$ cat src/rtl/rf_io_port.sv
// Register-file I/O peripheral: buffered input FIFO with an IDLE/WAIT delivery FSM, and a
// single-word output holding register. Define IO_OVF_STICKY_EN to add the sticky out_ovf flag.
module rf_io_port #(
  parameter int WIDTH = 5,
  parameter int DEPTH = 4
) (
  input  logic                         clk,
  input  logic                         reset,
  input  logic [WIDTH-1:0]             ext_data,
  input  logic                         ext_valid,
  output logic                         ext_ready,
  input  logic                         in_req,
  output logic                         in_stall,
  output logic [WIDTH-1:0]             InD,
  output logic                         InE,
  output logic [$clog2(DEPTH+1)-1:0]   in_count,
  input  logic [WIDTH-1:0]             OutD,
  input  logic                         out_wr,
  output logic [WIDTH-1:0]             out_data,
  output logic                         out_valid,
  input  logic                         out_ready
`ifdef IO_OVF_STICKY_EN
  ,
  output logic                         out_ovf
`endif
);

  localparam int CW = $clog2(DEPTH + 1);
  localparam int PW = $clog2(DEPTH);
  localparam logic [0:0] S_IDLE = 1'b0;
  localparam logic [0:0] S_WAIT = 1'b1;

  logic [WIDTH-1:0] mem [DEPTH];
  logic [PW-1:0]    head_q, head_d, tail_q, tail_d;
  logic [CW-1:0]    count_q, count_d;
  logic [0:0]       state_q, state_d;
  logic [WIDTH-1:0] ind_q, ind_d;
  logic             ine_q, ine_d;
  logic [WIDTH-1:0] out_data_q, out_data_d;
  logic             out_valid_q, out_valid_d;
  logic             push, pop, empty, req_ok;
`ifdef IO_OVF_STICKY_EN
  logic             ovf_q, ovf_d;
`endif

  always_comb begin
    empty     = (count_q == '0);
    // Readiness depends only on registered occupancy, so a full FIFO refuses even during a pop.
    ext_ready = (count_q < CW'(DEPTH));
    push      = ext_valid & ext_ready;
    // A request landing in the InE cycle belongs to an instruction already served.
    req_ok    = in_req & ~ine_q;
    pop       = 1'b0;
    in_stall  = 1'b0;
    state_d   = state_q;
    case (state_q)
      S_IDLE: begin
        if (req_ok) begin
          if (!empty) begin
            pop = 1'b1;
          end else begin
            state_d  = S_WAIT;
            in_stall = 1'b1;
          end
        end
      end
      S_WAIT: begin
        in_stall = 1'b1;
        if (!empty) begin
          pop     = 1'b1;
          state_d = S_IDLE;
        end
      end
      default: state_d = S_IDLE;
    endcase

    head_d = pop  ? head_q + PW'(1) : head_q;
    tail_d = push ? tail_q + PW'(1) : tail_q;
    case ({push, pop})
      2'b10:   count_d = count_q + CW'(1);
      2'b01:   count_d = count_q - CW'(1);
      default: count_d = count_q;
    endcase
    ind_d = pop ? mem[head_q] : ind_q;
    ine_d = pop;

    out_data_d  = out_wr ? OutD : out_data_q;
    out_valid_d = out_wr ? 1'b1 : (out_valid_q & ~out_ready);
`ifdef IO_OVF_STICKY_EN
    ovf_d = ovf_q | (out_wr & out_valid_q & ~out_ready);
`endif
  end

  always_ff @(posedge clk) begin
    if (push) mem[tail_q] <= ext_data;
  end

  always_ff @(posedge clk) begin
    if (reset) begin
      head_q      <= '0;
      tail_q      <= '0;
      count_q     <= '0;
      state_q     <= S_IDLE;
      ind_q       <= '0;
      ine_q       <= 1'b0;
      out_data_q  <= '0;
      out_valid_q <= 1'b0;
`ifdef IO_OVF_STICKY_EN
      ovf_q       <= 1'b0;
`endif
    end else begin
      head_q      <= head_d;
      tail_q      <= tail_d;
      count_q     <= count_d;
      state_q     <= state_d;
      ind_q       <= ind_d;
      ine_q       <= ine_d;
      out_data_q  <= out_data_d;
      out_valid_q <= out_valid_d;
`ifdef IO_OVF_STICKY_EN
      ovf_q       <= ovf_d;
`endif
    end
  end

  assign in_count  = count_q;
  assign InD       = ind_q;
  assign InE       = ine_q;
  assign out_data  = out_data_q;
  assign out_valid = out_valid_q;
`ifdef IO_OVF_STICKY_EN
  assign out_ovf   = ovf_q;
`endif

endmodule
$ cat config.mk
export PLATFORM = sky130hd
export DESIGN_NAME = rf_io_port
export DESIGN_NICKNAME = d
export VERILOG_FILES = /design/src/rtl/rf_io_port.sv
export SDC_FILE = /design/constraint.sdc
export NUM_CORES = 1
export LEC_CHECK = 0
export ABC_AREA = 1
export BUFFER_PORTS_ARGS = -buffer_cell sky130_fd_sc_hd__buf_2
export CAP_MARGIN = 25
export CORE_MARGIN = 4
export CORE_UTILIZATION = 49
export DETAILED_ROUTE_END_ITERATION = 8
export PLACE_DENSITY = 0.74
export SLEW_MARGIN = 25
export SYNTH_ARGS = -nofsm -noshare
export SYNTH_HDL_FRONTEND = slang
export SYNTH_SLANG_ARGS = --single-unit
$ cat constraint.sdc
create_clock -name clk -period 1.6 [get_ports clk]
set_input_delay 0.16 -clock clk [delete_from_list [all_inputs] [get_ports clk]]
set_output_delay 0.16 -clock clk [all_outputs]
set_load 0.02 [all_outputs]
==> run summary <==
Setup repair after global routing could not meet its margin everywhere. The total clock buffers created by CTS is 5. The number of sinks handled by clock tree synthesis came out at 40. The floorplan row count came out at 21.

The worst setup slack for register-to-register paths came out at 0.08 ns. The die span in x came out at approximately 69 um. The count of synthesis-stage warnings from yosys is 0.

The count of nets left with antenna violations after detail routing is 0. The number of antenna violations at the first check in global routing came out at 0. After the last flow step, the layout net total stands at about 270. The fraction of the mapped netlist area in compound gates came out at 4.63%. 33 I/O pins were placed. The routability-driven placement congestion ratio is 0.751. The netlist area before placement came out at 0.00181 mm2.

The area of placed instances came out at 0.00206 mm2. The initial core utilization came out at 52.6%. The worst hold margin is 0.0747 ns. The area of the die is 0.00473 mm2. Synthesis produced a netlist with a net count of 228.

For the worst setup path, the data arrival time is 1.71 ns. The critical path endpoint category is a register. Per report_power, the sequential group accounts for 38.7% of the total.

For hold timing, the worst endpoint is head_q[1]$_SDFFE_PP0P_. Synthesis inferred 40 register bits. The maximum clock path buffer count came out at 2. The number of stages on the worst hold path came out at 2. The worst min-delay path class is in -> reg. The fraction of the cycle the final worst path needs is 95.1%.

Dividing the synthesized area by the synthesized cell count gives around 8.8 um2. After detailed routing, the total wire length is approximately 3.2 mm. The library cell used most frequently in the layout, excluding fill and tap cells, is nand2_1. The number of hold buffers added after CTS came out at 0. The cell-internal power is 2.33 mW. Setup slack closes at 0.0780 ns. The clock period could shrink to around 1.5 ns.

The area of all placed cells without fillers is between 0.002 and 0.0025 mm2. After synthesis, the largest family of logic cells by area is simple AND/OR/NAND/NOR gates. Across the VDD grid, the largest voltage drop is 806 uV. Along the worst path, the maximum fanout reaches 2. The violation count after the first detailed-routing iteration came out at 82.

TritonCTS built the clock tree. In this run the tightest slew margin relative to its limit is 68.2%. The highest attainable clock frequency came out at 0.657 GHz. Prior to clock tree synthesis, the placed netlist has a worst setup slack of -0.0178 ns.

The depth of the worst register-to-register path is 12. The ratio of routed vias to standard cells came out at 4.42. The fraction of layout cells with a size suffix above 1 is roughly 30%.

The layout filler cell count is 285. Data on the critical path is required at its endpoint by roughly 1.8 ns. The count of inserted antenna diode cells is 0.

The count of distinct cell types in the synthesized netlist came out at 19. The first detailed-routing pass took 4 iterations. The mux contribution to synthesized area came out at 0%. The combinational fraction of design power came out at 39.3%. The sequential cell area fraction in the yosys report came out at 55.3%. The net load switching power is 1.43 mW.

In this run the critical register-to-register path is launched from InE$_SDFF_PP0_. STA classifies the critical path startpoint as a register. Setup violations remaining at the end of the flow were counted as 0.

Compared with the post-synthesis result, the final layout area differs by 21.8%. The clock arrives with between 0.006 and 0.007 ns of skew. The adder and majority gate portion of the synthesized area is 4.56%. In this run the clock root is driven by a clkbuf_8. The sum of net half-perimeters after detailed placement is 2.28 mm. The instance count after placement with tap cells included came out at 288.

In this run the most critical hold path is launched from reset. The global-route usage over all layers came out at 14.5%. At the pin with the least slew margin, the transition time is 0.476 ns.

The cell count after synthesis came out at roughly 210. The H-tree was split into 2 levels. The latest clock arrival within the worst-skew pair came out at 0.29 ns.

The wire length per cell is 10.8 um. The switching power as a share of total power came out at 38.0%. Of the total synthesized cell area, the portion taken by XOR and XNOR cells is 0%. The via count of the first global-routing pass is 1114.

Leaving out fill and tap cells, the most frequent cells in the layout are nand2_1 (41), inv_1 (39), buf_2 (32). The core outline area is 0.00344 mm2. The clock power share came out at 22.0%. Global routing finished with a remaining overflow of 0. The largest net degree at the start of global routing came out at 17. The type of the worst setup path is reg -> reg. In this run the tool buffered the top-level ports with 32 buffer cells. After detailed routing, the number of remaining DRC violations is 0. The number of failing hold endpoints at the final stage is 0. The max-cap violation count came out at 0. The share of synthesized cell area in and, or, nand and nor gates came out at 23.2%. The design draws 3.76 mW. The endpoint identified for the worst register-to-register timing path is in_count[2]$_SDFFE_PP0P_. The first-pass GRT wire length came out at between 4 and 5 mm. The via count of the routed design came out at 1312. The floorplan step set the die height to 68.8 um.

The finished layout holds about 300 standard cells, fillers aside. The final number of max-transition violations came out at 0. The leakage power is 1.08 nW. The power density normalized to cell area came out at between 1500 and 2000 mW/mm2. The run finished with clean final reports.

The clock-pin transition on the worst setup and hold timing paths is roughly 0.080 ns.
[cells in the mapped netlist]
cell type / count / area share [%]
inv_1: 42 / 8.7
nand2_1: 42 / 8.7
nor2_1: 27 / 5.6
dfxtp_1: 20 / 22
edfxtp_1: 20 / 33
nand3_1: 13 / 3.6
o21ai_0: 10 / 2.8
a21oi_1: 5 / 1.4
ha_1: 5 / 3.5
nand2_2: 4 / 1.4
nand2_4: 4 / 2.5
buf_4: 3 / 1.2
inv_2: 3 / 0.62
nor2_2: 3 / 1.0
a21oi_2: 1 / 0.48
buf_12: 1 / 1.1
buf_6: 1 / 0.62
fa_1: 1 / 1.1
nor3b_1: 1 / 0.41
[worst max path at each step]
stage / startpoint / to / slack (ns) / cells past startpoint
after floorplan: in_count[2]$_SDFFE_PP0P_ / in_count[2]$_SDFFE_PP0P_ / -0.009 / 11
after global placement: InE$_SDFF_PP0_ / in_count[2]$_SDFFE_PP0P_ / 0.03 / 14
after detailed placement: InE$_SDFF_PP0_ / in_count[2]$_SDFFE_PP0P_ / -0.02 / 12
after CTS: InE$_SDFF_PP0_ / in_count[2]$_SDFFE_PP0P_ / 0.02 / 12
after global routing: InE$_SDFF_PP0_ / in_count[2]$_SDFFE_PP0P_ / -0.02 / 14
final: InE$_SDFF_PP0_ / in_count[2]$_SDFFE_PP0P_ / 0.08 / 12
[power by group through the flow]
stage | Sequential (mW) | Combinational (mW) | Clock (mW)
floorplan | 1.57 | 0.977 | 0
global placement | 1.47 | 1.38 | 0
detailed placement | 1.48 | 1.42 | 0
CTS | 1.46 | 1.48 | 0.844
global route | 1.49 | 1.65 | 0.892
finish | 1.46 | 1.48 | 0.828
[routing by layer]
layer	part of all wire, %	vias up	wire [um]	global-route usage (%)
met5	0	-	0	0
met4	2.4	0	76	7.30
met3	5.9	9	188	3.40
met2	48	33	1530	25.1
met1	44	559	1410	16.6
li1	-	711	-	-
[sequential cells by signal, indices dropped and copies added, names as in the netlist]
signal	count
state_q	1
head_q	2
out_valid	1
in_count	3
InE	1
mem	20
tail_q	2
InD	5
out_data	5
[layout make-up]
cell class | instances | area [um2] | area share [%]
Multi-Input combinational cell | 116 | 614 | 27.9
Sequential cell | 40 | 1010 | 45.9
Tap cell | 46 | 57.6 | 2.61
Clock buffer | 5 | 68.8 | 3.12
Timing Repair Buffer | 42 | 235 | 10.7
Clock inverter | 3 | 46.3 | 2.10
Inverter | 45 | 171 | 7.78
[critical path, cell delays in order (launching register included)]
cell,delay (ns)
dfxtp_2,0.32
inv_1,0.06
nand2_2,0.06
nand2_4,0.07
nand2_4,0.06
inv_4,0.06
ha_4,0.12
inv_2,0.04
fa_2,0.33
nand2_1,0.08
nand3_2,0.08
nor2_1,0.10
nor2_1,0.05
[cells by family after synthesis]
| logic type | Yosys count |
|---|---|
| AOI/OAI and AO/OA | 16 |
| adders and majority gates | 6 |
| buffers and inverters | 50 |
| DFF | 40 |
| and+or+nand+nor | 94 |
[stage by stage]
stage                     setup TNS (ns)  util (%)
after floorplan                 -0.00882         -
after global placement                 0      59.9
after detailed placement         -0.0178      59.9
after CTS                              0      63.8
after global routing             -0.0201      64.0
final                                  0      64.0
[timing repair]
action                                 4_1_cts  5_1_grt
setup endpoints to repair                    2        1
buffers inserted                             0        1
endpoints found under the hold margin        0        0
pin swaps                                    4        3
gates resized for setup                      5        1
No activity file was read; power rests on OpenSTA's default activity.
